### src/rtl/fb_scanout_arbiter_if.sv
// Signal bundle between the frame-buffer arbiter, vga_sync, the compute engine and the BRAM.
// The master modport is the arbiter's view; slave is the view of everything around it.
interface fb_scanout_arbiter_if #(
    parameter int ADDR_W = 17,
    parameter int PIX_W  = 8
);
    // vga_sync side
    logic [9:0]        pixel_x;
    logic [9:0]        pixel_y;
    logic              video_on;
    logic              p_tick;
    logic              display;
    // clear control
    logic              clear_req;
    logic              busy_clear;
    logic              frame_start;
    // engine write port
    logic              wr_valid;
    logic [ADDR_W-1:0] wr_addr;
    logic [PIX_W-1:0]  wr_data;
    logic              wr_ready;
    // BRAM port
    logic              fb_en;
    logic              fb_we;
    logic [ADDR_W-1:0] fb_addr;
    logic [PIX_W-1:0]  fb_wdata;
    logic [PIX_W-1:0]  fb_rdata;
    // DAC colour
    logic [PIX_W-1:0]  pix_color;

    modport master (
        input  pixel_x, pixel_y, video_on, p_tick, clear_req,
        input  wr_valid, wr_addr, wr_data, fb_rdata,
        output display, busy_clear, frame_start, wr_ready,
        output fb_en, fb_we, fb_addr, fb_wdata, pix_color
    );

    modport slave (
        output pixel_x, pixel_y, video_on, p_tick, clear_req,
        output wr_valid, wr_addr, wr_data, fb_rdata,
        input  display, busy_clear, frame_start, wr_ready,
        input  fb_en, fb_we, fb_addr, fb_wdata, pix_color
    );
endinterface

### src/rtl/fb_scanout_arbiter.sv
// Frame-buffer owner: shares one single-port BRAM between VGA scanout reads and
// engine writes, and clears the buffer after reset or on request.
// The scanout read takes the cycle after each falling edge of p_tick; the engine
// may write in any other RUN cycle, so wr_ready is a direct decode of that slot.
module fb_scanout_arbiter #(
    parameter int              FB_W        = 320,
    parameter int              FB_H        = 240,
    parameter int              SCALE_SHIFT = 1,
    parameter int              PIX_W       = 8,
    parameter int              ADDR_W      = 17,
    parameter int              RD_LAT      = 1,
    parameter logic [PIX_W-1:0] CLEAR_VAL  = '0
) (
    input  logic                 CLK_100MHz,
    input  logic                 reset_n,
    fb_scanout_arbiter_if.master bus
);
    localparam int                FB_SIZE   = FB_W * FB_H;
    localparam logic [ADDR_W-1:0] LAST_ADDR = ADDR_W'(FB_SIZE - 1);
    localparam logic [ADDR_W:0]   FB_LIMIT  = (ADDR_W + 1)'(FB_SIZE);
    localparam logic [9:0]        VBLANK_Y  = 10'(FB_H << SCALE_SHIFT);

    typedef enum logic {CLEAR, RUN} state_t;

    state_t            state;
    state_t            next_state;
    logic              p_tick_d;
    logic              det;
    logic              wr_ready_c;
    logic              accept;
    logic              take_clear;
    logic              clr_latch;
    logic              wr_in_range;
    logic              wr_inflight;
    logic              vblank_line;
    logic [ADDR_W-1:0] clr_ptr;
    logic              vld_p0, vld_p1, vld_p2;
    logic              vis_p0, vis_p1, vis_p2;
    logic              ld_vld;
    logic              ld_vis;

    // Screen coordinate to linear frame-buffer address; the 32-bit intermediate
    // keeps the product exact before narrowing to the address width.
    function automatic logic [ADDR_W-1:0] scan_addr(input logic [9:0] x, input logic [9:0] y);
        logic [31:0] lin;
        lin = 32'(y >> SCALE_SHIFT) * 32'(FB_W) + 32'(x >> SCALE_SHIFT);
        return lin[ADDR_W-1:0];
    endfunction

    assign det          = p_tick_d & ~bus.p_tick;
    assign wr_in_range  = {1'b0, bus.wr_addr} < FB_LIMIT;
    assign wr_inflight  = bus.fb_en & bus.fb_we;
    assign vblank_line  = (bus.pixel_y == VBLANK_Y);
    assign accept       = bus.wr_valid & wr_ready_c;
    assign bus.wr_ready = wr_ready_c;
    assign ld_vld       = (RD_LAT == 2) ? vld_p2 : vld_p1;
    assign ld_vis       = (RD_LAT == 2) ? vis_p2 : vis_p1;

    // State register
    always_ff @(posedge CLK_100MHz or negedge reset_n) begin
        if (!reset_n) state <= CLEAR;
        else          state <= next_state;
    end

    // Next state, write-slot grant and the decision to start a requested clear
    always_comb begin
        next_state = state;
        wr_ready_c = 1'b0;
        take_clear = 1'b0;
        case (state)
            CLEAR: begin
                if (clr_ptr == LAST_ADDR) next_state = RUN;
            end
            RUN: begin
                wr_ready_c = ~det;
                if (det && clr_latch && vblank_line && !wr_inflight) begin
                    take_clear = 1'b1;
                    next_state = CLEAR;
                end
            end
            default: next_state = CLEAR;
        endcase
    end

    // Pixel-tick history, clear pointer and sticky clear-request latch
    always_ff @(posedge CLK_100MHz or negedge reset_n) begin
        if (!reset_n) begin
            p_tick_d  <= 1'b0;
            clr_ptr   <= '0;
            clr_latch <= 1'b0;
        end else begin
            p_tick_d <= bus.p_tick;
            if (state == CLEAR) clr_ptr <= (clr_ptr == LAST_ADDR) ? '0 : clr_ptr + ADDR_W'(1);
            if (state == CLEAR || take_clear) clr_latch <= 1'b0;
            else if (bus.clear_req)           clr_latch <= 1'b1;
        end
    end

    // Registered BRAM port: clear writes, then engine writes, then scanout reads
    always_ff @(posedge CLK_100MHz or negedge reset_n) begin
        if (!reset_n) begin
            bus.fb_en    <= 1'b0;
            bus.fb_we    <= 1'b0;
            bus.fb_addr  <= '0;
            bus.fb_wdata <= '0;
        end else begin
            bus.fb_en <= 1'b0;
            bus.fb_we <= 1'b0;
            if (state == CLEAR) begin
                bus.fb_en    <= 1'b1;
                bus.fb_we    <= 1'b1;
                bus.fb_addr  <= clr_ptr;
                bus.fb_wdata <= CLEAR_VAL;
            end else if (accept) begin
                // Out-of-range writes complete the handshake but never reach the BRAM
                if (wr_in_range) begin
                    bus.fb_en    <= 1'b1;
                    bus.fb_we    <= 1'b1;
                    bus.fb_addr  <= bus.wr_addr;
                    bus.fb_wdata <= bus.wr_data;
                end
            end else if (det && bus.video_on) begin
                bus.fb_en   <= 1'b1;
                bus.fb_addr <= scan_addr(bus.pixel_x, bus.pixel_y);
            end
        end
    end

    // Scanout pipeline: p0 = read on the bus, p1/p2 = BRAM data returning
    always_ff @(posedge CLK_100MHz or negedge reset_n) begin
        if (!reset_n) begin
            vld_p0        <= 1'b0;
            vld_p1        <= 1'b0;
            vld_p2        <= 1'b0;
            vis_p0        <= 1'b0;
            vis_p1        <= 1'b0;
            vis_p2        <= 1'b0;
            bus.pix_color <= '0;
        end else begin
            vld_p0 <= (state == RUN) & det;
            vis_p0 <= bus.video_on;
            vld_p1 <= vld_p0;
            vis_p1 <= vis_p0;
            vld_p2 <= vld_p1;
            vis_p2 <= vis_p1;
            if (ld_vld) bus.pix_color <= ld_vis ? bus.fb_rdata : '0;
        end
    end

    // Status outputs track the state being entered so display drops as CLEAR begins
    always_ff @(posedge CLK_100MHz or negedge reset_n) begin
        if (!reset_n) begin
            bus.display     <= 1'b0;
            bus.busy_clear  <= 1'b1;
            bus.frame_start <= 1'b0;
        end else begin
            bus.display     <= (next_state == RUN);
            bus.busy_clear  <= (next_state == CLEAR);
            bus.frame_start <= (state == RUN) && det &&
                               (bus.pixel_x == 10'd0) && (bus.pixel_y == 10'd0);
        end
    end
endmodule

### src/flat_wrapper.sv
// flat-port wrapper written by rule: the top's interface ports become plain ports
module fb_scanout_arbiter_flat 
#(
    parameter int              FB_W        = 320,
    parameter int              FB_H        = 240,
    parameter int              SCALE_SHIFT = 1,
    parameter int              PIX_W       = 8,
    parameter int              ADDR_W      = 17,
    parameter int              RD_LAT      = 1,
    parameter logic [PIX_W-1:0] CLEAR_VAL  = '0
)
  (CLK_100MHz, reset_n, bus_pixel_x, bus_pixel_y, bus_video_on, bus_p_tick, bus_clear_req, bus_wr_valid, bus_wr_addr, bus_wr_data, bus_fb_rdata, bus_display, bus_busy_clear, bus_frame_start, bus_wr_ready, bus_fb_en, bus_fb_we, bus_fb_addr, bus_fb_wdata, bus_pix_color);
  fb_scanout_arbiter_if #(.ADDR_W(ADDR_W), .PIX_W(PIX_W)) bus_i ();
  input  logic CLK_100MHz;
  input  logic reset_n;
  input wire logic [$bits(bus_i.pixel_x)-1:0] bus_pixel_x;
  input wire logic [$bits(bus_i.pixel_y)-1:0] bus_pixel_y;
  input wire logic [$bits(bus_i.video_on)-1:0] bus_video_on;
  input wire logic [$bits(bus_i.p_tick)-1:0] bus_p_tick;
  input wire logic [$bits(bus_i.clear_req)-1:0] bus_clear_req;
  input wire logic [$bits(bus_i.wr_valid)-1:0] bus_wr_valid;
  input wire logic [$bits(bus_i.wr_addr)-1:0] bus_wr_addr;
  input wire logic [$bits(bus_i.wr_data)-1:0] bus_wr_data;
  input wire logic [$bits(bus_i.fb_rdata)-1:0] bus_fb_rdata;
  output wire logic [$bits(bus_i.display)-1:0] bus_display;
  output wire logic [$bits(bus_i.busy_clear)-1:0] bus_busy_clear;
  output wire logic [$bits(bus_i.frame_start)-1:0] bus_frame_start;
  output wire logic [$bits(bus_i.wr_ready)-1:0] bus_wr_ready;
  output wire logic [$bits(bus_i.fb_en)-1:0] bus_fb_en;
  output wire logic [$bits(bus_i.fb_we)-1:0] bus_fb_we;
  output wire logic [$bits(bus_i.fb_addr)-1:0] bus_fb_addr;
  output wire logic [$bits(bus_i.fb_wdata)-1:0] bus_fb_wdata;
  output wire logic [$bits(bus_i.pix_color)-1:0] bus_pix_color;
  assign bus_i.pixel_x = bus_pixel_x;
  assign bus_i.pixel_y = bus_pixel_y;
  assign bus_i.video_on = bus_video_on;
  assign bus_i.p_tick = bus_p_tick;
  assign bus_i.clear_req = bus_clear_req;
  assign bus_i.wr_valid = bus_wr_valid;
  assign bus_i.wr_addr = bus_wr_addr;
  assign bus_i.wr_data = bus_wr_data;
  assign bus_i.fb_rdata = bus_fb_rdata;
  assign bus_display = bus_i.display;
  assign bus_busy_clear = bus_i.busy_clear;
  assign bus_frame_start = bus_i.frame_start;
  assign bus_wr_ready = bus_i.wr_ready;
  assign bus_fb_en = bus_i.fb_en;
  assign bus_fb_we = bus_i.fb_we;
  assign bus_fb_addr = bus_i.fb_addr;
  assign bus_fb_wdata = bus_i.fb_wdata;
  assign bus_pix_color = bus_i.pix_color;
  fb_scanout_arbiter #(.FB_W(FB_W), .FB_H(FB_H), .SCALE_SHIFT(SCALE_SHIFT), .PIX_W(PIX_W), .ADDR_W(ADDR_W), .RD_LAT(RD_LAT), .CLEAR_VAL(CLEAR_VAL)) u_core (.CLK_100MHz(CLK_100MHz), .reset_n(reset_n), .bus(bus_i));
endmodule
### config.mk
export PLATFORM = sky130hd
export DESIGN_NAME = fb_scanout_arbiter_flat
export DESIGN_NICKNAME = d
export VERILOG_FILES = /design/src/rtl/fb_scanout_arbiter_if.sv /design/src/rtl/fb_scanout_arbiter.sv /design/src/flat_wrapper.sv
export SDC_FILE = /design/constraint.sdc
export NUM_CORES = 1
export LEC_CHECK = 0
export CAP_MARGIN = 20
export CORE_AREA = 2 2 85 87
export CTS_BUF_LIST = sky130_fd_sc_hd__clkbuf_16
export CTS_CLUSTER_DIAMETER = 120
export DETAILED_ROUTE_END_ITERATION = 10
export DIE_AREA = 0 0 87 89
export PLACE_DENSITY_LB_ADDON = 0.05
export SYNTH_ARGS = -nofsm -noshare
export SYNTH_HDL_FRONTEND = slang
export SYNTH_SLANG_ARGS = --single-unit
### constraint.sdc
create_clock -name CLK_100MHz -period 2.9 [get_ports CLK_100MHz]
set_input_delay 0.435 -clock CLK_100MHz [delete_from_list [all_inputs] [get_ports CLK_100MHz]]
set_output_delay 0.435 -clock CLK_100MHz [all_outputs]
set_load 0.01 [all_outputs]
==> results.json <==
{
  "cts.root.buffer_cell": "clkbuf_16",
  "coreArea_sq_mm": 0.00672,
  "tightest_slew_ns": 0.701,
  "hold_viol": 0,
  "status": "complete, no violations",
  "ys_seq_elements": 61,
  "viasPerCell": 5.48,
  "placedCellCount": 570,
  "hp-class": "primary input to async pin",
  "leakage_nw": 2.22,
  "drive_gt1_share_pct": 13.6,
  "yosys-top-cells-area": "dfrtp_1, ha_1, nand2_1, a21oi_1, o21ai_1",
  "clock_sinks": 61,
  "core.rowCount": 30,
  "dp_hpwl_microns": 6820,
  "relSlewSlack_pct": 53.3,
  "ctsHoldBuffers": 0,
  "detail-route-antenna-nets": 0,
  "async_flop_share_pct": 100,
  "synth_most_common_cell": "dfrtp_1",
  "die_w_microns": 87,
  "synthDistinctLibCells": 52,
  "synth_top_area_share_pct": 43.7,
  "powerDensity_mw_per_mm2": 568,
  "cp.required_ns": 3.10,
  "dr.pass1.iters": 4,
  "layout.cells.non_filler": 589,
  "ys.flop_type": "dfrtp_1",
  "pre_cts_ws_ns": -0.317,
  "synth.cells.most_frequent": "dfrtp_1, nand2_1, nor2_1, a21oi_1, o21ai_1",
  "worst_setup_path_start_kind": "primary input",
  "postSynthAreaPerCell_sq_um": 9.02,
  "setup.worst_path.class": "primary input to flip-flop",
  "finClkSkew_ns": 0.00386,
  "numCtsBuffers": 9,
  "start_util_pct": 51.2,
  "synth_seq_area_share_pct": 44.4,
  "grt_use_met2_pct": 41.2,
  "worstPathArrival_ns": 3.08,
  "end_kind": "flip-flop",
  "io_pins": 98,
  "synth-edff-count": 0,
  "grt_overflow": 0,
  "cts_tree": "yes",
  "min_period_ns": 2.88,
  "grt_use_total_pct": 24.8,
  "grt_pass1_vias": 3193,
  "synth_area_leader_cell": "dfrtp_1",
  "clk_pin_slew_ns": 0.05,
  "grt_pass1_wl_microns": 14900,
  "use_met1_pct": 32.7,
  "antenna_found_initial": 0,
  "htreeDepth": 3,
  "fin_util_pct": 76.1,
  "syn_to_final_growth_pct": 48.7,
  "nets": 583,
  "yosysWarnings": 0,
  "grt_busiest_layer": "met2",
  "n_antenna_cell": 0,
  "critPathMaxFanout": 2,
  "finalCritPeriodShare_pct": 99.4,
  "routabilityCongestion": 0.895,
  "clk_latency_ns": 0.32,
  "port_buffers": 97,
  "setup_violations": 0,
  "drc": 0,
  "dr_total_vias": 3229,
  "syn_nets": 460,
  "wl_microns": 9320,
  "setup_ws_ns": 0.0187,
  "synthesis.area_sq_mm": 0.00344,
  "wl_per_cell_microns": 15.8,
  "netlist_instances": 381,
  "slew_viol_final": 0,
  "first_iter_violations": 195,
  "grt_max_degree": 33,
  "ir_drop_uv": 353,
  "cts_buffer_depth": 2,
  "cap_violations": 0,
  "dieHeight_microns": 89,
  "die-area_sq_mm": 0.00774,
  "fmax_mhz": 347,
  "met3_usage_pct": 5.08
}
## per-stage QoR
| step | hold WS (ns) | total power, mW | instance area [sq um] | TNS (ns) |
|---|---|---|---|---|
| 2_1_floorplan | 0.139 | 1.34 | 3440 | 0 |
| 3_3_place_gp | 0.333 | 1.72 | 4670 | -0.952 |
| 3_5_place_dp | 0.335 | 1.74 | 4670 | -1.34 |
| 4_1_cts | 0.185 | 2.88 | 4990 | 0 |
| 5_1_grt | 0.220 | 3.05 | 5110 | -0.0308 |
| 6_report | 0.164 | 2.91 | 5110 | 0 |
## sequential cells by signal, summed over array words and instances (netlist names)
signal / flops
u_core.vis_p0: 1
u_core.bus.fb_wdata: 8
u_core.p_tick_d: 1
u_core.bus.fb_we: 1
u_core.bus.busy_clear: 1
u_core.bus.fb_en: 1
u_core.bus.fb_addr: 17
u_core.clr_ptr: 17
u_core.ld_vld: 1
u_core.vld_p0: 1
u_core.ld_vis: 1
u_core.bus.frame_start: 1
u_core.bus.pix_color: 8
u_core.clr_latch: 1
u_core.state: 1
## report_power, final
group | switching (mW) | internal, mW
clock network | 0.385 | 0.755
registers | 0.0581 | 0.944
logic | 0.337 | 0.427
## cell type report
class                   instances  area (sq um)
fillers                       465          1610
repair buffers                128          1220
clock inverters                 7          98.8
multi-input cells             287          1880
inverters                      17          63.8
well taps                      80           100
clock buffers                   9           225
flip-flops and latches         61          1530
## cell usage in the layout (no fill, tap or decap), types with 4 or more instances in the layout
cell type        instances
a21o_1                   4
a21oi_1                 24
and3_1                   6
buf_4                   30
clkbuf_16                9
clkdlybuf4s50_1         93
dfrtp_1                 60
ha_1                    13
ha_4                     5
inv_1                   15
nand2_1                 58
nand3_1                 20
nand4_1                  6
nor2_1                  28
nor2b_1                  7
nor4_1                   5
o21ai_0                 16
o21ai_1                 24
xnor2_1                 13
xor2_1                  10
## path summary, 6_finish.rpt
kind,from,endpoint,slack (ns),depth (start not counted)
worst min register to register,u_core.vis_p0,u_core.ld_vis,0.35,0
max in group asynchronous,reset_n,u_core.bus.busy_clear,2.06,2
min in group CLK_100MHz,u_core.vis_p0,u_core.ld_vis,0.35,0
worst min-delay path,reset_n,u_core.bus.pix_color[6],0.16,1
worst max register to register,u_core.state,u_core.clr_ptr[10],0.91,6
worst max-delay path,bus_pixel_y[1],u_core.bus.fb_addr[16],0.02,12
## cell families (layout without fill, tap and decap cells)
kind of cell,after synthesis,count (layout),share of synthesized area (%)
and+or+nand+nor,150,150,21.5
AOI/OAI and AO/OA,94,94,16.9
DFF,61,61,44.4
buffers and inverters,33,161,3.60
xor gates and xnor gates,23,23,5.86
adders and majority gates,20,20,7.71
## metal layers
| layer | vias to the layer above | part of all wire [%] | routed length (microns) |
|---|---|---|---|
| met5 | - | 0 | 0 |
| met4 | 0 | 1.5 | 141 |
| met3 | 14 | 6.5 | 608 |
| met2 | 112 | 49 | 4520 |
| met1 | 1510 | 43 | 4050 |
| li1 | 1593 | - | - |
## critical path, cell delays in order
cell	delay (ns)
clkdlybuf4s50_1	0.50
ha_1	0.20
ha_4	0.18
fa_2	0.24
a211oi_2	0.08
buf_4	0.14
or4b_4	0.52
o2111ai_4	0.12
nand4_1	0.17
xnor2_1	0.25
xnor2_1	0.15
a21oi_1	0.09
## what timing repair did
action,4_1_cts,5_1_grt
gates resized for setup,0,16
buffers inserted,0,2
endpoints found under the setup margin,0,5
No activity file was read; power rests on OpenSTA's default activity.
